### config.mk
export PLATFORM = sky130hd
export DESIGN_NAME = ex_flat
export DESIGN_NICKNAME = d
export VERILOG_FILES = /design/src/rtl/ex_if.sv /design/src/rtl/ex.sv /design/src/flat_wrapper.sv
export SDC_FILE = /design/constraint.sdc
export NUM_CORES = 1
export LEC_CHECK = 0
export CORE_MARGIN = 4
export CORE_UTILIZATION = 30
export CTS_BUF_LIST = sky130_fd_sc_hd__clkbuf_16
export DETAILED_ROUTE_END_ITERATION = 10
export PLACE_DENSITY = 0.58
export SETUP_SLACK_MARGIN = 0.15
export SYNTH_ARGS = -nofsm -noshare
export SYNTH_HDL_FRONTEND = slang
export SYNTH_SLANG_ARGS = --single-unit
export TNS_END_PERCENT = 5
### constraint.sdc
create_clock -name clk -period 0.8 [get_ports clk]
set_clock_uncertainty 0.15 [all_clocks]
set_input_delay 0.16 -clock clk [delete_from_list [all_inputs] [get_ports clk]]
set_output_delay 0.16 -clock clk [all_outputs]
set_load 0.05 [all_outputs]
### src/rtl/ex_if.sv
// ex_if: decode-to-execute bus plus the execute stage's registered results.
// The master modport is the upstream (decode) side; the slave modport is the
// execute stage itself.
interface ex_if;
  logic [7:0]  aluop_i;
  logic [2:0]  alusel_i;
  logic [31:0] reg1_i;
  logic [31:0] reg2_i;
  logic [4:0]  wd_i;
  logic        wreg_i;
  logic        flush_i;
  logic [4:0]  wd_o;
  logic        wreg_o;
  logic [31:0] wdata_o;
  logic        whilo_o;
  logic [31:0] hi_o;
  logic [31:0] lo_o;
  logic        stall_req_o;

  modport master (
    output aluop_i, alusel_i, reg1_i, reg2_i, wd_i, wreg_i, flush_i,
    input  wd_o, wreg_o, wdata_o, whilo_o, hi_o, lo_o, stall_req_o
  );

  modport slave (
    input  aluop_i, alusel_i, reg1_i, reg2_i, wd_i, wreg_i, flush_i,
    output wd_o, wreg_o, wdata_o, whilo_o, hi_o, lo_o, stall_req_o
  );
endinterface

### src/rtl/ex.sv
// ex: execute stage. Logic/shift/arithmetic ops complete in one cycle.
// Optional multi-cycle restoring divider (DIV/DIVU) is compiled in when the
// macro EX_DIV_EN is defined; without it DIV/DIVU behave as unknown opcodes.
module ex (
  input  logic clk,
  input  logic rst,
  ex_if.slave  bus
);

  localparam logic [7:0] OP_OR   = 8'h25;
  localparam logic [7:0] OP_AND  = 8'h24;
  localparam logic [7:0] OP_XOR  = 8'h26;
  localparam logic [7:0] OP_NOR  = 8'h27;
  localparam logic [7:0] OP_ADDU = 8'h21;
  localparam logic [7:0] OP_SUBU = 8'h23;
  localparam logic [7:0] OP_SLT  = 8'h2A;
  localparam logic [7:0] OP_SLL  = 8'h7C;
  localparam logic [7:0] OP_SRL  = 8'h02;
  localparam logic [7:0] OP_SRA  = 8'h03;

  logic [31:0] alu_result;

  // Single-cycle result; NOP class and unknown opcodes yield zero.
  always_comb begin
    alu_result = 32'h0000_0000;
    if (bus.alusel_i == 3'b000) begin
      alu_result = 32'h0000_0000;
    end else begin
      case (bus.aluop_i)
        OP_OR:   alu_result = bus.reg1_i | bus.reg2_i;
        OP_AND:  alu_result = bus.reg1_i & bus.reg2_i;
        OP_XOR:  alu_result = bus.reg1_i ^ bus.reg2_i;
        OP_NOR:  alu_result = ~(bus.reg1_i | bus.reg2_i);
        OP_ADDU: alu_result = bus.reg1_i + bus.reg2_i;
        OP_SUBU: alu_result = bus.reg1_i - bus.reg2_i;
        OP_SLT:  alu_result = ($signed(bus.reg1_i) < $signed(bus.reg2_i)) ? 32'h0000_0001 : 32'h0000_0000;
        OP_SLL:  alu_result = bus.reg2_i << bus.reg1_i[4:0];
        OP_SRL:  alu_result = bus.reg2_i >> bus.reg1_i[4:0];
        OP_SRA:  alu_result = $unsigned($signed(bus.reg2_i) >>> bus.reg1_i[4:0]);
        default: alu_result = 32'h0000_0000;
      endcase
    end
  end

`ifdef EX_DIV_EN

  localparam logic [7:0] OP_DIV  = 8'h1A;
  localparam logic [7:0] OP_DIVU = 8'h1B;

  typedef enum logic [1:0] {
    IDLE = 2'd0,
    BUSY = 2'd1,
    DONE = 2'd2
  } div_state_t;

  div_state_t  state;
  logic [4:0]  cnt;
  logic [31:0] rem;
  logic [31:0] quot;
  logic [31:0] dvsr;
  logic        neg_quot;
  logic        neg_rem;

  logic        div_op;
  logic        div_signed;
  logic [31:0] dividend_mag;
  logic [31:0] divisor_mag;
  logic [32:0] shifted;
  logic        fits;
  logic [31:0] rem_next;
  logic [31:0] quot_next;
  logic [31:0] quot_fix;
  logic [31:0] rem_fix;

  // Divide decode, operand magnitudes, one restoring step and sign fix-up.
  always_comb begin
    div_op       = (bus.alusel_i != 3'b000) &&
                   ((bus.aluop_i == OP_DIV) || (bus.aluop_i == OP_DIVU));
    div_signed   = (bus.aluop_i == OP_DIV);
    dividend_mag = (div_signed && bus.reg1_i[31]) ? (32'h0000_0000 - bus.reg1_i) : bus.reg1_i;
    divisor_mag  = (div_signed && bus.reg2_i[31]) ? (32'h0000_0000 - bus.reg2_i) : bus.reg2_i;
    shifted      = {rem, quot[31]};
    fits         = (shifted >= {1'b0, dvsr});
    if (fits) begin
      rem_next  = shifted[31:0] - dvsr;
      quot_next = {quot[30:0], 1'b1};
    end else begin
      rem_next  = shifted[31:0];
      quot_next = {quot[30:0], 1'b0};
    end
    quot_fix = neg_quot ? (32'h0000_0000 - quot) : quot;
    rem_fix  = neg_rem  ? (32'h0000_0000 - rem)  : rem;
  end

  // Stall while a divide is being accepted or iterating; never in reset.
  assign bus.stall_req_o = rst && (((state == IDLE) && div_op) || (state == BUSY));

  // Divider FSM and all registered stage outputs.
  always_ff @(posedge clk or negedge rst) begin
    if (!rst) begin
      state       <= IDLE;
      cnt         <= 5'd0;
      rem         <= 32'h0000_0000;
      quot        <= 32'h0000_0000;
      dvsr        <= 32'h0000_0000;
      neg_quot    <= 1'b0;
      neg_rem     <= 1'b0;
      bus.wd_o    <= 5'd0;
      bus.wreg_o  <= 1'b0;
      bus.wdata_o <= 32'h0000_0000;
      bus.whilo_o <= 1'b0;
      bus.hi_o    <= 32'h0000_0000;
      bus.lo_o    <= 32'h0000_0000;
    end else if (bus.flush_i) begin
      state       <= IDLE;
      cnt         <= 5'd0;
      bus.wd_o    <= 5'd0;
      bus.wreg_o  <= 1'b0;
      bus.wdata_o <= 32'h0000_0000;
      bus.whilo_o <= 1'b0;
      bus.hi_o    <= 32'h0000_0000;
      bus.lo_o    <= 32'h0000_0000;
    end else begin
      // Default: no HI/LO write this cycle.
      bus.whilo_o <= 1'b0;
      bus.hi_o    <= 32'h0000_0000;
      bus.lo_o    <= 32'h0000_0000;
      case (state)
        IDLE: begin
          if (div_op) begin
            bus.wd_o    <= 5'd0;
            bus.wreg_o  <= 1'b0;
            bus.wdata_o <= 32'h0000_0000;
            cnt         <= 5'd0;
            rem         <= 32'h0000_0000;
            if (bus.reg2_i == 32'h0000_0000) begin
              // Zero divisor: skip iterations, report zero results.
              quot     <= 32'h0000_0000;
              dvsr     <= 32'h0000_0000;
              neg_quot <= 1'b0;
              neg_rem  <= 1'b0;
              state    <= DONE;
            end else begin
              quot     <= dividend_mag;
              dvsr     <= divisor_mag;
              neg_quot <= div_signed && (bus.reg1_i[31] ^ bus.reg2_i[31]);
              neg_rem  <= div_signed && bus.reg1_i[31];
              state    <= BUSY;
            end
          end else begin
            bus.wd_o    <= bus.wd_i;
            bus.wreg_o  <= bus.wreg_i;
            bus.wdata_o <= alu_result;
          end
        end
        BUSY: begin
          bus.wd_o    <= 5'd0;
          bus.wreg_o  <= 1'b0;
          bus.wdata_o <= 32'h0000_0000;
          rem         <= rem_next;
          quot        <= quot_next;
          cnt         <= cnt + 5'd1;
          if (cnt == 5'd31) begin
            state <= DONE;
          end else begin
            state <= BUSY;
          end
        end
        DONE: begin
          bus.wd_o    <= 5'd0;
          bus.wreg_o  <= 1'b0;
          bus.wdata_o <= 32'h0000_0000;
          bus.whilo_o <= 1'b1;
          bus.hi_o    <= rem_fix;
          bus.lo_o    <= quot_fix;
          state       <= IDLE;
        end
        default: begin
          bus.wd_o    <= 5'd0;
          bus.wreg_o  <= 1'b0;
          bus.wdata_o <= 32'h0000_0000;
          state       <= IDLE;
        end
      endcase
    end
  end

`else

  assign bus.stall_req_o = 1'b0;
  assign bus.whilo_o     = 1'b0;
  assign bus.hi_o        = 32'h0000_0000;
  assign bus.lo_o        = 32'h0000_0000;

  // Registered single-cycle result; flush discards the operation.
  always_ff @(posedge clk or negedge rst) begin
    if (!rst) begin
      bus.wd_o    <= 5'd0;
      bus.wreg_o  <= 1'b0;
      bus.wdata_o <= 32'h0000_0000;
    end else if (bus.flush_i) begin
      bus.wd_o    <= 5'd0;
      bus.wreg_o  <= 1'b0;
      bus.wdata_o <= 32'h0000_0000;
    end else begin
      bus.wd_o    <= bus.wd_i;
      bus.wreg_o  <= bus.wreg_i;
      bus.wdata_o <= alu_result;
    end
  end

`endif

endmodule

### src/flat_wrapper.sv
// flat-port wrapper written by rule: the top's interface ports become plain ports
module ex_flat 
  (clk, rst, bus_aluop_i, bus_alusel_i, bus_reg1_i, bus_reg2_i, bus_wd_i, bus_wreg_i, bus_flush_i, bus_wd_o, bus_wreg_o, bus_wdata_o, bus_whilo_o, bus_hi_o, bus_lo_o, bus_stall_req_o);
  ex_if bus_i ();
  input  logic clk;
  input  logic rst;
  input wire logic [$bits(bus_i.aluop_i)-1:0] bus_aluop_i;
  input wire logic [$bits(bus_i.alusel_i)-1:0] bus_alusel_i;
  input wire logic [$bits(bus_i.reg1_i)-1:0] bus_reg1_i;
  input wire logic [$bits(bus_i.reg2_i)-1:0] bus_reg2_i;
  input wire logic [$bits(bus_i.wd_i)-1:0] bus_wd_i;
  input wire logic [$bits(bus_i.wreg_i)-1:0] bus_wreg_i;
  input wire logic [$bits(bus_i.flush_i)-1:0] bus_flush_i;
  output wire logic [$bits(bus_i.wd_o)-1:0] bus_wd_o;
  output wire logic [$bits(bus_i.wreg_o)-1:0] bus_wreg_o;
  output wire logic [$bits(bus_i.wdata_o)-1:0] bus_wdata_o;
  output wire logic [$bits(bus_i.whilo_o)-1:0] bus_whilo_o;
  output wire logic [$bits(bus_i.hi_o)-1:0] bus_hi_o;
  output wire logic [$bits(bus_i.lo_o)-1:0] bus_lo_o;
  output wire logic [$bits(bus_i.stall_req_o)-1:0] bus_stall_req_o;
  assign bus_i.aluop_i = bus_aluop_i;
  assign bus_i.alusel_i = bus_alusel_i;
  assign bus_i.reg1_i = bus_reg1_i;
  assign bus_i.reg2_i = bus_reg2_i;
  assign bus_i.wd_i = bus_wd_i;
  assign bus_i.wreg_i = bus_wreg_i;
  assign bus_i.flush_i = bus_flush_i;
  assign bus_wd_o = bus_i.wd_o;
  assign bus_wreg_o = bus_i.wreg_o;
  assign bus_wdata_o = bus_i.wdata_o;
  assign bus_whilo_o = bus_i.whilo_o;
  assign bus_hi_o = bus_i.hi_o;
  assign bus_lo_o = bus_i.lo_o;
  assign bus_stall_req_o = bus_i.stall_req_o;
  ex u_core (.clk(clk), .rst(rst), .bus(bus_i));
endmodule
# Yosys cells after proc, flatten, opt, wreduce, memory -nomap -nowiden
# Index checks and enable logic that the tools add are counted.
# Widths: inputs -> output; s select.
[word_totals]
reg_bits = 38
out_inout_bits = 104
word_cells = 30
input_bits = 84
[classes]
bitwise_logic = 4
n_shift = 3
n_reduce_logical = 1
n_mux = 6
n_lt_le_gt_ge = 1
eq_ne = 10
addsub = 2
[op_table]
columns = ["op", "n"]
rows = [
  ["$pmux 32 s10", 1],
  ["$mux 32", 2],
  ["$eq 8x6->1 const B", 7],
  ["$add 32x32->32", 1],
  ["$and 32x32->32", 1],
  ["$lt 32x32->1", 1],
  ["$not 32->32", 1],
  ["$or 32x32->32", 1],
  ["$shl 32x5->32", 1],
  ["$shr 32x5->32", 1],
  ["$sshr 32x5->32", 1],
  ["$sub 32x32->32", 1],
  ["$xor 32x32->32", 1],
  ["$eq 8x2->1 const B", 2],
  ["$eq 8x7->1 const B", 1],
  ["$mux 5", 1],
  ["$logic_not 3->1", 1],
  ["$mux 1", 2],
]

# Longest topological paths before layout
[logic_depth]
word_depth = 5
ltp_mapped = 15
mapped_depth_nobuf = 13

# Worst setup path after synthesis
# No wires, ideal clock.
[synth_timing]
kind = "input to register"
start = "input bus_reg1_i[2]"
end = "register u_core.bus.wdata_o[24]"
stages = 14
required_ns = 0.514
path_slack_ns = -2.652
t_arrival_ns = 3.166
setup_ns = 0.136
n_path_buf = 2
cell_sequence = "clkinv_1 buf_1 clkbuf_1 ha_1 o21bai_2 a21oi_2 o31a_1 or4_1 o211a_1 o41ai_2 a21oi_1 xnor2_1 a221oi_1 a21oi_1"
[synth_between]
elab_chain_len = 4
word_cells_on_any_way = 8
cone_classes = "add/sub: 2; shift: 3; mux: 3"
[synth_rtl]
columns = ["item", "line", "rtl"]
rows = [
  ["start: declaration", "flat_wrapper.sv:9", "input wire logic [$bits(bus_i.reg1_i)-1:0] bus_reg1_i;"],
  ["$sub 32x32->32 (tied with other cells)", "ex.sv:35", "OP_SUBU: alu_result = bus.reg1_i - bus.reg2_i;"],
  ["$pmux 32 s10 (*)", "ex.sv:29", "case (bus.aluop_i)"],
  ["$mux 32 (*)", "ex.sv:26", "if (bus.alusel_i == 3'b000) begin"],
  ["$mux 32 (*)", "ex.sv:201", "end else if (bus.flush_i) begin"],
  ["end signal: assignment", "ex.sv:208", "bus.wdata_o <= alu_result;"],
  ["end: declaration", "ex_if.sv:27", "output wd_o, wreg_o, wdata_o, whilo_o, hi_o, lo_o, stall_req_o"],
]
# Mark *: on every way between the ends. The rest lies on a longest branch, timed or not.

# Final worst setup path
[layout_timing]
start = "input bus_reg1_i[0]"
end = "register u_core.bus.wdata_o[30]"
# Same word-level chain as after synthesis.

==> impl_metrics.csv <==
group,metric,value,unit
timing,slew_viol_final,0,
critical_path,cp_max_fo,2,
floorplanning,rows,69,
synth,synth_warnings,0,
cts,path_clk_slew,0.06,ns
synth,netlist_area,10800,sq um
critical_path,path_cells,"buf_8, clkinvlp_4, ha_4, fa_2, o21bai_4, a21oi_2, o31a_1, buf_4, buf_6, a31oi_4, or4_4, a311o_1, a221oi_2, xnor2_1, a21oi_1, nor2_1",
synth,synth_cells,1624,
pwr,leakagePower,8.22,nW
pwr,p_int,0.00838,W
pwr,swShare,46.3,%
placed_design,place.gp.congestion,1.02,
detailed_routing,ant_nets,0,
critical_path,slowest_delay,0.45,ns
synth,ys.flop_type,"dfrtp_1",
placed_design,dpl.hpwl,44.6,mm
critical_path,setup.worst_path.class,"in -> reg",
critical_path,required,0.87,ns
status,violations,"negative hold slack, negative setup slack",
timing,hold_viol,40,
synth,yosys.area.top_type,"ha_1",
synth,synth-edff-count,0,
pwr,p_clk_share,14.8,%
critical_path,critPathSlowestCell,"or4_4",
timing,max_slew_margin,52.8,%
cts,htree_levels,2,
floorplanning,dieHeight,197,um
synth,ys_ff_latch,38,
cells_and_area,nets,2383,
cts,clock_sinks,38,
floorplanning,dieArea,38900,sq um
synth,yosys-top-cells-area,"ha_1 13%, a21oi_1 8.9%, dfrtp_1 8.8%",
synth,synth_common_cells,"198 x nor2_1, 191 x a21oi_1, 151 x nand2_1",
min_path,holdCritPathClass,"in -> async",
pwr,pwr-share-comb,72.7,%
detailed_routing,via_count,14300,
pwr,power_density,882,nW/um^2
synth,async_flop_share,100,%
cells_and_area,multi_input_area,9750,sq um
critical_path,start_kind,"primary input",
global_route,antenna_found_initial,2,
cells_and_area,antenna_cells,0,
timing,tightest_slew,0.701,ns
floorplanning,core,35500,sq um
detailed_routing,routed_wl,55.2,mm
timing,worst_slack,-2.23,ns
detailed_routing,drc,0,
floorplanning,die_x,197,um
placed_design,io_buffers,121,
synth,avgSynthCellArea,6.62,sq um
cts,cts_buffers,5,
floorplanning,pin_count,188,
cells_and_area,syn_to_final_growth,64.5,%
status,status,"finished with violations",
detailed_routing,drtPass1Iterations,6,
pwr,power_frac_seq,12.5,%
cells_and_area,nFillCells,3523,
critical_path,startpoint,"bus_reg1_i[0]",
detailed_routing,wl_per_cell,20.8,um
timing,period_minus_slack,3.03,ns
synth,yosys.cell_types.count,77,
synth,yosys.area.top_type_share,12.6,%
global_route,overflow,0,
cts,clockBufferDepth,2,
synth,yosysMostFrequentCell,"nor2_1",
detailed_routing,drtIter0Drc,1419,
timing,setup_viol,70,
cts,cts_tree,"built",
critical_path,worstPathArrival,3.10,ns
timing,hold_slack,-0.323,ns
cts,clockRootBuffer,"clkbuf_16",
global_route,grt_pass1_vias,13900,
cells_and_area,drive_gt1_share,38.0,%
global_route,track_usage,27.0,%
critical_path,end_kind,"flop",
flow_run,drv_cap,0,
global_route,grt_pass1_wl,81.8,mm
timing,fmaxAchievable,0.330,GHz
cells_and_area,final-seq-area,955,sq um
detailed_routing,drt-vias-per-instance,5.40,
cells_and_area,final_core_util,49.8,%
timing,rsz0062_at_grt,"yes",
pwr,vdd_drop_max,0.642,mV
timing,fin_crit_sh,379,%
timing,tns,-74.57,ns
pwr,p_sw,0.00722,W
global_route,grt_max_degree,83,
synth,synth_seq_area_share,8.85,%
floorplanning,start_util,30.3,%
-- layer usage --
layer / vias up / global-route usage (%) / routed length, um
li1: 6781 / - / -
met5: - / 0 / 12
met3: 104 / 6.26 / 5150
met4: 2 / 6.81 / 1560
met1: 6751 / 36.8 / 23900
met2: 682 / 43.1 / 24600
-- power by group through the flow --
stage               registers, W  logic, W  clock network (W)
floorplan                0.00204   0.00538                  0
global placement         0.00199   0.00999                  0
detailed placement       0.00199    0.0101                  0
CTS                      0.00195    0.0108            0.00237
global route             0.00196    0.0121            0.00245
finish                   0.00195    0.0113            0.00231
-- critical path, delay by kind of cell --
kind,cells,cell delay (ns)
buf+inv,4,0.42
fa+ha+maj,2,0.38
simple gates,2,0.57
xor+xnor,1,0.15
compound gates,7,1.42
-- final timing paths --
kind / cells after the start / end / slack (ns)
setup / recovery: 16 / u_core.bus.wdata_o[30]$_DFF_PN0_ / -2.23
hold / removal: 2 / u_core.bus.wdata_o[5]$_DFF_PN0_ / -0.32
max in group asynchronous: 2 / u_core.bus.wdata_o[19]$_DFF_PN0_ / 0.58
min in group clk: 2 / u_core.bus.wd_o[2]$_DFF_PN0_ / -0.03
-- cells in the final DEF (no fill, tap or decap), types with 35 or more instances in the layout --
cell type  instances
buf_4            522
nor2_1           192
a21oi_1          163
nand2_1          149
o21ai_0          119
ha_1              80
mux2i_1           69
inv_1             67
conb_1            66
xnor2_1           48
buf_12            46
dfrtp_1           35
-- state kept, by name, indices dropped and copies added, names as in the netlist --
signal / count
u_core.bus.wdata_o: 32
u_core.bus.wd_o: 5
u_core.bus.wreg_o: 1
-- logic make-up (layout without fill, tap and decap cells) --
group	after synthesis	count (layout)	synth area share [%]
AO/OA/AOI/OAI	555	555	31.9
adder cells (fa/ha/maj)	110	110	12.9
other	1	66	0.0349
multiplexers	90	90	9.10
buffers and inverters	283	784	12.6
flip-flops	38	38	8.85
AND/OR/NAND/NOR	495	495	20.4
XOR/XNOR	52	52	4.24
-- area by class of cell --
cell class | instances | share of cell area, %
multi-input cells | 1368 | 55.1
repair buffers | 673 | 33.0
flip-flops and latches | 38 | 5.40
well taps | 461 | 3.26
inverters | 103 | 2.27
clock buffers | 5 | 0.707
clock inverters | 3 | 0.212
-- stage by stage --
stage	hold WS, ns	area [sq um]	total power, W	worst slack, ns	instances
after global routing	-0.302	17700	0.0165	-2.27	2651
after detailed placement	-0.00220	16300	0.0120	-3.03	2617
final	-0.323	17700	0.0156	-2.23	2651
after floorplan	-0.286	11200	0.00743	-2.41	1689
after CTS	-0.316	17300	0.0151	-2.23	2644
after global placement	-0.00665	16300	0.0120	-3.05	2617
-- timing repair --
item                                   4_1_cts  5_1_grt
endpoints found under the hold margin       38       40
resized for setup                          275       69
pin swaps                                   59       29
setup endpoints to repair                   76       72
buffers inserted                            19        7
Power figures use the tool's default switching activity.
